**src/rtl/uart_pkg.sv**
```systemverilog
// Shared UART definitions: receiver FSM encoding and 8N1 frame constants.
package uart_pkg;

  typedef enum logic [2:0] {
    ST_IDLE,
    ST_START,
    ST_DATA,
    ST_STOP,
    ST_BREAK
  } rx_state_e;

  localparam int DEFAULT_CLKS_PER_BIT = 139;
  localparam int DATA_BITS            = 8;
  localparam int STOP_BITS            = 1;

endpackage

```
**src/rtl/sync2.sv**
```systemverilog
// Generic two-flop synchroniser for asynchronous inputs; reset value is selectable per use.
module sync2 #(
  parameter int               WIDTH     = 1,
  parameter logic [WIDTH-1:0] RESET_VAL = '1
) (
  input  logic             clk,
  input  logic             reset_n,
  input  logic [WIDTH-1:0] d,
  output logic [WIDTH-1:0] q
);

  logic [WIDTH-1:0] meta_q;

  always_ff @(posedge clk or negedge reset_n) begin
    if (!reset_n) begin
      meta_q <= RESET_VAL;
      q      <= RESET_VAL;
    end else begin
      meta_q <= d;
      q      <= meta_q;
    end
  end

endmodule

```
**src/rtl/uart_rx.sv**
```systemverilog
// 8N1 UART receiver: mid-bit sampling with start-bit validation, break handling,
// and a one-entry valid/ready output buffer that flags overruns and framing errors.
module uart_rx
  import uart_pkg::*;
#(
  parameter int CLKS_PER_BIT = DEFAULT_CLKS_PER_BIT
) (
  input  logic       clk,
  input  logic       reset_n,
  input  logic       rx,
  output logic [7:0] data,
  output logic       valid,
  input  logic       ready,
  output logic       frame_err,
  output logic       overrun
);

  localparam int               CNT_W    = $clog2(CLKS_PER_BIT);
  localparam logic [CNT_W-1:0] HALF     = CNT_W'(CLKS_PER_BIT / 2);
  localparam logic [CNT_W-1:0] BIT_LAST = CNT_W'(CLKS_PER_BIT - 1);
  localparam logic [CNT_W-1:0] CNT_ONE  = CNT_W'(1);
  localparam logic [2:0]       IDX_LAST = 3'(DATA_BITS - 1);

  logic                 rx_s;
  rx_state_e            state_q, state_d;
  logic [CNT_W-1:0]     cnt_q, cnt_d;
  logic [2:0]           idx_q, idx_d;
  logic [DATA_BITS-1:0] shift_q;
  logic                 shift_en;
  logic                 byte_done;
  logic                 stop_bad;

  sync2 #(
    .WIDTH     (1),
    .RESET_VAL (1'b1)
  ) u_sync_rx (
    .clk     (clk),
    .reset_n (reset_n),
    .d       (rx),
    .q       (rx_s)
  );

  always_ff @(posedge clk or negedge reset_n) begin
    if (!reset_n) begin
      state_q <= ST_IDLE;
      cnt_q   <= '0;
      idx_q   <= '0;
    end else begin
      state_q <= state_d;
      cnt_q   <= cnt_d;
      idx_q   <= idx_d;
    end
  end

  // The start counter is loaded on the detect cycle, so it reads 1 (not 0) at the half-bit point.
  always_comb begin
    state_d   = state_q;
    cnt_d     = (cnt_q != '0) ? cnt_q - 1'b1 : cnt_q;
    idx_d     = idx_q;
    shift_en  = 1'b0;
    byte_done = 1'b0;
    stop_bad  = 1'b0;
    case (state_q)
      ST_IDLE: begin
        cnt_d = '0;
        idx_d = '0;
        if (!rx_s) begin
          state_d = ST_START;
          cnt_d   = HALF;
        end
      end
      ST_START: begin
        if (cnt_q == CNT_ONE) begin
          if (rx_s) begin
            state_d = ST_IDLE;
          end else begin
            state_d = ST_DATA;
            cnt_d   = BIT_LAST;
            idx_d   = '0;
          end
        end
      end
      ST_DATA: begin
        if (cnt_q == '0) begin
          shift_en = 1'b1;
          cnt_d    = BIT_LAST;
          if (idx_q == IDX_LAST) state_d = ST_STOP;
          else                   idx_d   = idx_q + 1'b1;
        end
      end
      ST_STOP: begin
        if (cnt_q == '0) begin
          if (rx_s) begin
            byte_done = 1'b1;
            state_d   = ST_IDLE;
          end else begin
            stop_bad = 1'b1;
            state_d  = ST_BREAK;
          end
        end
      end
      ST_BREAK: begin
        if (rx_s) state_d = ST_IDLE;
      end
      default: state_d = ST_IDLE;
    endcase
  end

  always_ff @(posedge clk) begin
    if (shift_en) shift_q <= {rx_s, shift_q[DATA_BITS-1:1]};
  end

  // A completion in the same cycle as a handshake replaces the consumed byte without an overrun.
  always_ff @(posedge clk or negedge reset_n) begin
    if (!reset_n) begin
      data      <= '0;
      valid     <= 1'b0;
      frame_err <= 1'b0;
      overrun   <= 1'b0;
    end else begin
      frame_err <= stop_bad;
      overrun   <= byte_done && valid && !ready;
      if (byte_done) begin
        if (!valid || ready) begin
          data  <= shift_q;
          valid <= 1'b1;
        end
      end else if (valid && ready) begin
        valid <= 1'b0;
      end
    end
  end

endmodule

```
**config.mk**
```make
export PLATFORM = sky130hd
export DESIGN_NAME = uart_rx
export DESIGN_NICKNAME = d
export VERILOG_FILES = /design/src/rtl/uart_pkg.sv /design/src/rtl/sync2.sv /design/src/rtl/uart_rx.sv
export SDC_FILE = /design/constraint.sdc
export NUM_CORES = 1
export LEC_CHECK = 0
export CORE_ASPECT_RATIO = 0.5
export CORE_UTILIZATION = 55
export CTS_BUF_LIST = sky130_fd_sc_hd__clkbuf_8
export DETAILED_ROUTE_END_ITERATION = 10
export HOLD_SLACK_MARGIN = 0.06
export PLACE_DENSITY = 0.86
export SKIP_CTS_REPAIR_TIMING = 1
export SYNTH_ARGS = -nofsm -noshare
export SYNTH_HDL_FRONTEND = slang
export SYNTH_SLANG_ARGS = --single-unit
```
**constraint.sdc**
```tcl
create_clock -name clk -period 2.8 [get_ports clk]
set_clock_uncertainty 0.15 [all_clocks]
set_input_delay 0.42 -clock clk [delete_from_list [all_inputs] [get_ports clk]]
set_output_delay 0.42 -clock clk [all_outputs]
set_load 0.05 [all_outputs]
```
# Word level (Yosys, flattened, before mapping)
# Cells that the tools add are included.
# Widths: inputs -> output; s select.
dict set report word_totals {
  ff_bits 35
  input_bits 4
  wordCells 73
  out_inout_bits 11
}
dict set report op_classes {
  muxes 31
  n_reduce_logical 15
  eq_ne 15
  addsub 2
}
# operator count
set op_table {}
lappend op_table {{$mux 3} 11}
lappend op_table {{$mux 8} 4}
lappend op_table {{$pmux 8 s3} 1}
lappend op_table {{$pmux 3 s5} 1}
lappend op_table {{$ne 2x2->1 const B} 7}
lappend op_table {{$mux 1} 11}
lappend op_table {{$pmux 3 s3} 1}
lappend op_table {{$eq 8x1->1 const B} 1}
lappend op_table {{$logic_not 8->1} 1}
lappend op_table {{$reduce_bool 8->1} 1}
lappend op_table {{$sub 8x1->8 const B} 1}
lappend op_table {{$mux 7} 1}
lappend op_table {{$eq 3x2->1 const B} 2}
lappend op_table {{$eq 3x3->1 const B} 2}
lappend op_table {{$reduce_and 6->1} 1}
lappend op_table {{$reduce_and 5->1} 1}
lappend op_table {{$ne 2x1->1 const B} 2}
lappend op_table {{$reduce_and 2->1} 2}
lappend op_table {{$add 3x1->3 const B} 1}
lappend op_table {{$eq 3x1->1 const B} 1}
lappend op_table {{$logic_and 1x1->1} 3}
lappend op_table {{$logic_not 3->1} 1}
lappend op_table {{$reduce_bool 3->1} 1}
lappend op_table {{$logic_not 1->1} 2}
lappend op_table {{3 further kinds} 3}

# Depth between registers and ports, before layout
# Gate-level depths: netlist of the first run.
dict set report logic_depth {
  depth_word 5
  ltp_mapped 8
}

# Cells and area by module
# From an unflattened synthesis of the first run, not the netlist that was laid out.
dict set report hier_totals {
  cells_unflattened 129
  hier_area_um2 1611.5
}
# module cells_each seq_area_each_um2 area_per_inst_um2 instances
set modules_own_cells {}
lappend modules_own_cells {uart_rx 127 865.8 1559.0 1}
lappend modules_own_cells {sync2 2 52.6 52.6 1}

# Worst setup path before layout of the first run
# OpenSTA, ideal clock, no wires.
dict set report synth_path {
  path_kind {reg2reg}
  startpoint {register cnt_q[0]}
  endpoint {register shift_q[0], enable pin}
  n_path_buf 1
  setup_slack_ps 707
  synth_period_minus_slack_ps 2093
  setup_ps 370
  t_arrival_ps 1573
  path_stages_with_launch 7
  cell_sequence {dfrtp_1 > inv_1 > ha_1 > and3_2 > buf_2 > inv_1 > nor2_1}
}
dict set report synth_via {
  elab_chain_cells 3
}
# item line_no
set synth_lines {}
lappend synth_lines {{start, declared} uart_rx.sv:26} ;# logic [CNT_W-1:0] cnt_q, cnt_d;
lappend synth_lines {{start signal, assigned} uart_rx.sv:50} ;# cnt_q <= cnt_d;
lappend synth_lines {{$logic_not 8->1} uart_rx.sv:84} ;# if (cnt_q == '0) begin
lappend synth_lines {{$mux 1} uart_rx.sv:84}
lappend synth_lines {{$mux 1} uart_rx.sv:63} ;# case (state_q)
lappend synth_lines {{net shift_en} uart_rx.sv:29} ;# logic shift_en;
lappend synth_lines {{end signal, assigned} uart_rx.sv:110} ;# if (shift_en) shift_q <= {rx_s, shift_q[DATA_BITS-1:1]};
lappend synth_lines {{end, declared} uart_rx.sv:28} ;# logic [DATA_BITS-1:0] shift_q;
# The timed path passes the listed nets, and every way through them passes these cells.
# A chain may end at the register's enable or synchronous reset.

# Final worst setup path of the first run
dict set report layout_path {
  startpoint {register cnt_q[5]}
  endpoint {register shift_q[4], enable pin}
}
# Same word-level chain as after synthesis.

==> results.sh, run 1 <==
export IMPL_status="completed"
export IMPL_core_region_area_um2=2720
export IMPL_min_to="u_sync_rx.q$_DFF_PN1_"
export IMPL_worst_path_buf_inv=3
export IMPL_synth_area_per_cell_um2=12.3
export IMPL_vias=1132
export IMPL_die_width_um=79.4
export IMPL_grt_pass1_wl_um=5000
export IMPL_finalSetupViolations=0
export IMPL_crit_path_frequent_cell="buf_4"
export IMPL_hold_start="u_sync_rx.meta_q$_DFF_PN1_"
export IMPL_powerDensity_nw_per_um2=518
export IMPL_fmax_ghz=0.481
export IMPL_area_growth_pct=18.1
export IMPL_grtUsageTotal=0.226
export IMPL_path_clk_slew_ns=0.07
export IMPL_ios=15
export IMPL_r2r_end="shift_q[4]$_DFFE_PP_"
export IMPL_power_leakage_nw=0.857
export IMPL_drcViolationCount=0
export IMPL_critPathKind="reg -> reg"
export IMPL_die_area_um2=3230
export IMPL_critPathRequiredTime_ns=2.64
export IMPL_overflow=0
export IMPL_ys_seq_elements=35
export IMPL_synth_top_area_frac=0.380
export IMPL_crit_slowest_cell="dfrtp_1"
export IMPL_cts_made_buffers=5
export IMPL_htree_levels=2
export IMPL_yosysTopAreaCell="dfrtp_1"
export IMPL_r2r_start="cnt_q[5]$_DFF_PN0_"
export IMPL_period_share=0.743
export IMPL_syn_nets=144
export IMPL_placedInstanceArea_um2=1830
export IMPL_regArea_um2=918
export IMPL_worstPathMaxFanout=12
export IMPL_routedWlPerCell_um=16.7
export IMPL_critPathTopFamily="simple AND/OR/NAND/NOR gates"
export IMPL_synth_cells=134
export IMPL_ys_top_cells_by_area="dfrtp_1 38%, edfxtp_1 15%, mux2_2 6.8%"
export IMPL_stdcell_area_um2=1940
export IMPL_gp_congestion=0.870
export IMPL_drt_antenna_violating_nets=0
export IMPL_start_util=0.606
export IMPL_setup_tns_ns=0
export IMPL_tightest_slew_ns=0.778
export IMPL_synth_cell_area_um2=1650
export IMPL_hold_violations=0
export IMPL_multi_input_area_um2=677
export IMPL_diodes=0
export IMPL_r2r_cells=6
export IMPL_maxSlewViolCount=0
export IMPL_start_kind="flop"
export IMPL_fp_dieH_um=40.7
export IMPL_cp_cell_sequence="nor4_4 > buf_4 > and3_2 > inv_1 > nor2_1 > buf_4"
export IMPL_final_common_cell="dfrtp_1"
export IMPL_rsz0062_at_grt="no"
export IMPL_dp_hpwl_um=2220
export IMPL_grt_pass1_vias=1045
export IMPL_hold_depth=0
export IMPL_insertion_delay_ns=0.28
export IMPL_wirelength_um=3200
export IMPL_drive_gt1_frac=0.221
export IMPL_cts_tree="done"
export IMPL_nets=163
export IMPL_drtIter0Drc=78
export IMPL_finalPower_mw=1.01
export IMPL_arrival_ns=1.92
export IMPL_fill_cells=172
export IMPL_cap_violations=0
export IMPL_cp_end_kind="flop"
export IMPL_grt_max_degree=17
export IMPL_drt_vias_per_instance=5.93
export IMPL_std_cell_rows=13
export IMPL_final_cell_mix="25 x dfrtp_1, 17 x nor2_1, 14 x clkdlybuf4s50_1, 10 x mux2_2, 8 x edfxtp_1"
export IMPL_cts_buffer_depth=2
export IMPL_ys_warn_count=0
export IMPL_port_buffers=14
export IMPL_dr_pass1_iters=4
export IMPL_hold_class="reg -> reg"
export IMPL_root_buffer="clkbuf_8"
export IMPL_crit_path_max_incr_delay_ns=0.45
export IMPL_fin_crit_ns=2.08
export IMPL_ir_worst_vdd_v=0.000345
export IMPL_slew_headroom=0.479
export IMPL_rrSetupSlack_ns=0.72
export IMPL_ys_seq_area_frac=0.558
export IMPL_cts_sinks=35
export IMPL_ys_types=44
export IMPL_antenna_found_initial=0
-- kinds of logic (layout without fill, tap and decap cells) --
logic type      Yosys count  after routing  synth area share
simple gates             42             42             0.155
flops                    35             35             0.558
compound gates           26             26             0.111
mux                      12             12            0.0836
buf+inv                  10             30            0.0312
fa+ha+maj                 6              6            0.0456
xor+xnor                  3              3            0.0160
-- worst max-delay path by stage --
stage,from,to,slack [ns],cells past startpoint
after global routing,cnt_q[0]$_DFF_PN0_,data[3]$_DFFE_PN0P_,0.62,6
final,cnt_q[5]$_DFF_PN0_,shift_q[4]$_DFFE_PP_,0.72,6
after floorplan,cnt_q[0]$_DFF_PN0_,shift_q[0]$_DFFE_PP_,0.71,6
after CTS,cnt_q[5]$_DFF_PN0_,data[0]$_DFFE_PN0P_,0.71,6
after global placement,cnt_q[5]$_DFF_PN0_,shift_q[0]$_DFFE_PP_,0.76,6
after detailed placement,cnt_q[5]$_DFF_PN0_,data[0]$_DFFE_PN0P_,0.74,6
-- layout make-up --
class / count / share of cell area
Clock buffer: 6 / 0.0425
Clock inverter: 2 / 0.0180
Inverter: 4 / 0.00772
Multi-Input combinational cell: 89 / 0.348
Sequential cell: 35 / 0.472
Tap cell: 37 / 0.0238
Timing Repair Buffer: 18 / 0.0875
-- flip-flops by register name, indices dropped and copies added, names as in the netlist, 3 cells and up --
register and count:
cnt_q 8, data 8, idx_q 3, shift_q 8, state_q 3
-- routing by layer --
layer | vias up | wire (um) | global-route usage
met1 | 545 | 1520 | 0.276
li1 | 534 | - | -
met4 | 0 | 34 | 0.0909
met2 | 47 | 1440 | 0.381
met3 | 6 | 210 | 0.0822
met5 | - | 0 | 0
-- metrics by stage --
stage | std cells | util | hold WS (ns) | setup WS [ns]
after floorplan | 134 | - | -0.0256 | 0.707
after global placement | 183 | 0.673 | 0.196 | 0.757
after detailed placement | 183 | 0.673 | 0.198 | 0.738
after CTS | 191 | 0.716 | 0.208 | 0.706
after global routing | 191 | 0.716 | 0.216 | 0.619
final | 191 | 0.716 | 0.208 | 0.720
-- synthesized netlist by cell type, drive strengths merged --
library cell and n:
or2 1, nor3 3, nand2 4, nor2 18
xnor2 3, o21bai 1, nor2b 2, a211oi 3
clkbuf 2, nand4 3, a31o 1, o21ai 4
dfstp 2, or4 1, o32ai 1, mux2 11
a21o 1, o211a 1, and3 1, o22ai 1
edfxtp 8, or3b 1, nand2b 1, a22o 3
buf 4, inv 4, nor3b 1, mux2i 1
a31oi 2, o31a 1, a21oi 5, dfrtp 25
nor4 3, and4b 1, a41oi 1, ha 6
nand4b 1, a32oi 1, nor4b 1
-- power by group --
part / switching, mW / internal (mW) / leakage (nW)
clock network: 0.180 / 0.288 / 0.0612
logic: 0.0102 / 0.00561 / 0.373
registers: 0.00155 / 0.522 / 0.422
total: 0.191 / 0.816 / 0.857
No activity file was read; power rests on OpenSTA's default activity.
==> run 2, diff against run 1 <==
CORE_UTILIZATION = 53   (was 55)
clock period = 1.89 ns   (was 2.8 ns; I/O delays follow)
==> run 2 against run 1 <==
Effect of this change: sequential power increased by 48%; register-to-register slack got worse by 0.75 ns; highest routed layer unchanged; die area rose by 3.6%; total power increased by 32%; global-route usage up 2.3 points; first-iteration DRC count up 62%; the run now ends with setup timing left; critical path type unchanged; sequential share of layout area is 3.1 points lower.
==> results.sh, run 2 (synthesized netlist as in run 1, its figures left out) <==
export IMPL_place_ws_ns=-0.0862
export IMPL_dp_hpwl_um=2560
export IMPL_violations="setup timing"
export IMPL_utilization=0.754
export IMPL_dr_pass1_iters=4
export IMPL_core_region_area_um2=2770
export IMPL_nets=179
export IMPL_setup_ws_ns=-0.0277
export IMPL_insertion_delay_ns=0.29
export IMPL_path_clk_slew_ns=0.07
export IMPL_powerDensity_nw_per_um2=640
export IMPL_fin_crit_ns=1.92
export IMPL_finalSetupViolations=14
export IMPL_cts_sinks=35
export IMPL_cts_tree="done"
export IMPL_ir_worst_vdd_v=0.000400
export IMPL_wirelength_um=3920
export IMPL_drt_antenna_violating_nets=0
export IMPL_overflow=0
export IMPL_cts_buffer_depth=2
export IMPL_fmax_ghz=0.521
export IMPL_critPathKind="reg -> reg"
export IMPL_die_area_um2=3350
export IMPL_period_share=1.01
export IMPL_slew_headroom=0.767
export IMPL_drtIter0Drc=126
export IMPL_hold_violations=0
export IMPL_port_buffers=14
export IMPL_crit_slowest_cell="dfrtp_2"
export IMPL_grt_pass1_wl_um=6010
export IMPL_drcViolationCount=0
export IMPL_cp_cell_sequence="nor4_4 > and3_2 > inv_1 > nor2_4"
export IMPL_worst_path_buf_inv=1
export IMPL_worstPathMaxFanout=8
export IMPL_grtUsageTotal=0.249
export IMPL_cts_made_buffers=5
export IMPL_hold_class="reg -> reg"
export IMPL_root_buffer="clkbuf_8"
export IMPL_die_width_um=80.8
export IMPL_vias=1271
export IMPL_drt_vias_per_instance=6.14
export IMPL_ios=15
export IMPL_fill_cells=156
export IMPL_tightest_slew_ns=0.350
export IMPL_critPathTopFamily="simple AND/OR/NAND/NOR gates"
export IMPL_rsz0062_at_grt="yes"
export IMPL_grt_pass1_vias=1300
export IMPL_final_common_cell="buf_4"
export IMPL_crit_path_max_incr_delay_ns=0.43
export IMPL_final_cell_mix="30 x buf_4, 24 x dfrtp_1, 16 x nor2_1, 9 x mux2_4, 8 x edfxtp_1"
export IMPL_cap_violations=0
export IMPL_arrival_ns=1.74
export IMPL_status="finished with violations"
export IMPL_htree_levels=2
export IMPL_gp_congestion=0.927
export IMPL_finalPower_mw=1.33
export IMPL_area_growth_pct=26.6
export IMPL_critPathRequiredTime_ns=1.71
export IMPL_start_kind="flop"
export IMPL_routedWlPerCell_um=18.9
export IMPL_fp_dieH_um=41.4
export IMPL_std_cell_rows=13
export IMPL_drive_gt1_frac=0.424
export IMPL_grt_max_degree=28
export IMPL_start_util=0.595
export IMPL_reg_top3="cnt_q: 8 flops, data: 8 flops, shift_q: 8 flops"
export IMPL_cp_end_kind="flop"
export IMPL_power_leakage_nw=0.957
export IMPL_maxSlewViolCount=0
export IMPL_antenna_found_initial=0
export IMPL_diodes=0
run 2: worst paths after layout:
check | slack [ns] | cells after the start | endpoint | from
worst min register to register | 0.21 | 0 | u_sync_rx.q$_DFF_PN1_ | u_sync_rx.meta_q$_DFF_PN1_
worst max-delay path | -0.03 | 4 | shift_q[1]$_DFFE_PP_ | cnt_q[6]$_DFF_PN0_
min in group asynchronous | 0.22 | 2 | valid$_DFFE_PN0P_ | reset_n
worst max register to register | -0.03 | 4 | shift_q[1]$_DFFE_PP_ | cnt_q[6]$_DFF_PN0_
max in group asynchronous | 1.07 | 2 | u_sync_rx.q$_DFF_PN1_ | reset_n
worst min-delay path | 0.21 | 0 | u_sync_rx.q$_DFF_PN1_ | u_sync_rx.meta_q$_DFF_PN1_
run 2: through the flow:
stage | hold WS (ns) | cell area [um^2] | std cells | TNS (ns)
after floorplan | -0.162 | 1650 | 134 | 0
after global placement | 0.197 | 1910 | 197 | 0
after detailed placement | 0.197 | 1910 | 197 | -0.258
after CTS | 0.207 | 2000 | 205 | -0.567
after global routing | 0.212 | 2080 | 207 | -1.24
final | 0.207 | 2080 | 207 | -0.264
run 2: cell type report:
class	count	area, um^2	share of cell area
Multi-Input combinational cell	89	752	0.361
Clock inverter	3	16.3	0.00780
Sequential cell	35	920	0.441
Timing Repair Buffer	34	267	0.128
Inverter	4	15.0	0.00720
Clock buffer	5	68.8	0.0330
Tap cell	37	46.3	0.0222
run 2: routing by layer:
| layer | up-vias | wire [um] | track usage |
|---|---|---|---|
| met5 | - | 0 | 0 |
| met4 | 0 | 96 | 0.107 |
| met3 | 15 | 226 | 0.0769 |
| met2 | 53 | 1940 | 0.430 |
| met1 | 639 | 1660 | 0.285 |
| li1 | 564 | - | - |
run 2: power by group:
| part | internal, mW | switching [mW] | total [mW] |
|---|---|---|---|
| Combinational | 0.0104 | 0.0173 | 0.0277 |
| Sequential | 0.774 | 0.000766 | 0.774 |
| Clock | 0.252 | 0.279 | 0.531 |
| Total | 1.04 | 0.297 | 1.33 |
==> run 3, diff against run 2 <==
CORE_MARGIN = 1.5   (was unset)
==> run 3 against run 2 <==
Effect of this change: the flow still finishes with violations (setup timing); via count is 2.2% higher; total power is 0.39% lower; maximum frequency is 2.4% lower; clock power is 0.9% lower; flip-flop and latch count stayed put; core utilization is 5.5 points lower; critical path type unchanged; largest cell class unchanged.
==> results.sh, run 3 (synthesized netlist as in run 1, its figures left out) <==
export IMPL_nets=179
export IMPL_finalPower_mw=1.33
export IMPL_cts_sinks=35
export IMPL_port_buffers=14
export IMPL_crit_path_max_incr_delay_ns=0.42
export IMPL_r2r_cells=5
export IMPL_grt_pass1_wl_um=5710
export IMPL_slew_headroom=0.767
export IMPL_power_net_switching_mw=0.292
export IMPL_ios=15
export IMPL_cts_buffer_depth=2
export IMPL_tightest_slew_ns=0.346
export IMPL_crit_slowest_cell="dfrtp_1"
export IMPL_r2r_start="cnt_q[5]$_DFF_PN0_"
export IMPL_p_seq_frac=0.583
export IMPL_grt_pass1_vias=1215
export IMPL_drcViolationCount=0
export IMPL_place_ws_ns=-0.0524
export IMPL_gp_congestion=0.850
export IMPL_start_kind="flop"
export IMPL_swShare=0.220
export IMPL_drive_gt1_frac=0.388
export IMPL_reg_top3="cnt_q: 8 flops, data: 8 flops, shift_q: 8 flops"
export IMPL_critPathKind="reg -> reg"
export IMPL_drt_vias_per_instance=6.19
export IMPL_routedWlPerCell_um=18.4
export IMPL_drtIter0Drc=148
export IMPL_grtUsageTotal=0.231
export IMPL_rsz0062_at_grt="yes"
export IMPL_critPathLaunch="cnt_q[5]$_DFF_PN0_"
export IMPL_setup_tns_ns=-0.621
export IMPL_cts_made_buffers=5
export IMPL_setup_ws_ns=-0.0758
export IMPL_insertion_delay_ns=0.30
export IMPL_path_clk_slew_ns=0.07
export IMPL_die_area_um2=3470
export IMPL_use_met3=0.0739
export IMPL_final_cell_mix="30 x buf_4, 25 x dfrtp_1, 16 x nor2_1, 9 x mux2_4, 8 x edfxtp_1"
export IMPL_cap_violations=0
export IMPL_cp_cell_sequence="nor4_4 > nand4_1 > nor2b_1 > buf_6 > mux2_4"
export IMPL_dp_hpwl_um=2440
export IMPL_combPwrFrac=0.020
export IMPL_worstPathMaxFanout=8
export IMPL_htree_levels=2
export IMPL_r2r_end="data[4]$_DFFE_PN0P_"
export IMPL_period_share=1.04
export IMPL_core_region_area_um2=2980
export IMPL_utilization=0.699
export IMPL_status="finished with violations"
export IMPL_fp_dieH_um=42.4
export IMPL_crit_path_end="data[4]$_DFFE_PN0P_"
export IMPL_area_growth_pct=26.4
export IMPL_arrival_ns=2.00
export IMPL_antenna_found_initial=0
export IMPL_start_util=0.553
export IMPL_cts_tree="done"
export IMPL_diodes=0
export IMPL_hold_violations=0
export IMPL_fin_crit_ns=1.97
export IMPL_power_share_clock=0.396
export IMPL_die_width_um=81.8
export IMPL_cell_internal_pwr_mw=1.04
export IMPL_ir_worst_vdd_v=0.000729
export IMPL_cp_end_kind="flop"
export IMPL_grt_busiest_layer="met2"
export IMPL_finalSetupViolations=11
export IMPL_final_common_cell="buf_4"
export IMPL_std_cell_rows=14
export IMPL_root_buffer="clkbuf_8"
export IMPL_vias=1299
export IMPL_hold_class="in -> async"
export IMPL_rrSetupSlack_ns=-0.08
export IMPL_grt_max_degree=28
export IMPL_overflow=0
export IMPL_drt_antenna_violating_nets=0
export IMPL_fmax_ghz=0.509
export IMPL_met1_usage=0.291
export IMPL_powerDensity_nw_per_um2=638
export IMPL_power_leakage_nw=0.958
export IMPL_met2_usage=0.366
export IMPL_wirelength_um=3870
export IMPL_maxSlewViolCount=0
export IMPL_dr_pass1_iters=4
export IMPL_violations="setup timing"
export IMPL_critPathRequiredTime_ns=1.92
run 3: worst min-delay path by stage:
stage | end | slack (ns) | depth (start not counted)
2_1_floorplan | cnt_q[0]$_DFF_PN0_ | -0.16 | 0
3_3_place_gp | u_sync_rx.q$_DFF_PN1_ | 0.20 | 0
3_5_place_dp | u_sync_rx.q$_DFF_PN1_ | 0.20 | 0
4_1_cts | u_sync_rx.q$_DFF_PN1_ | 0.21 | 0
5_1_grt | u_sync_rx.q$_DFF_PN1_ | 0.22 | 0
6_report | cnt_q[5]$_DFF_PN0_ | 0.20 | 2
run 3: through the flow:
step / hold slack (ns) / std cells / cell area (um^2)
after floorplan: -0.162 / 134 / 1650
after global placement: 0.196 / 200 / 1920
after detailed placement: 0.197 / 200 / 1920
after CTS: 0.207 / 208 / 2000
after global routing: 0.216 / 210 / 2080
final: 0.203 / 210 / 2080
run 3: power by group through the flow:
stage	logic, mW	clock network, mW	registers [mW]
global placement	0.0258	0	0.789
detailed placement	0.0266	0	0.789
global route	0.0311	0.563	0.774
floorplan	0.00353	0	0.790
finish	0.0270	0.526	0.775
CTS	0.0265	0.533	0.775
run 3: routing by layer:
layer / up-vias / part of all wire
met5: - / 0
li1: 560 / -
met2: 81 / 0.47
met3: 20 / 0.086
met1: 638 / 0.40
met4: 0 / 0.037
run 3: final cells by class:
class	count	area [um^2]
sequential	35	918
fill	181	897
multi-input combinational	89	746
timing repair buffer	34	267
clock buffer	5	68.8
tap	40	50.0
clock inverter	3	16.3
inverter	4	15.0
run 3: critical path: cells and delay by family, from the launching register on:
kind                   cells  cell delay [ns]
buffers and inverters      1             0.20
AND/OR/NAND/NOR            3             0.77
multiplexers               1             0.31
flip-flops                 1             0.42
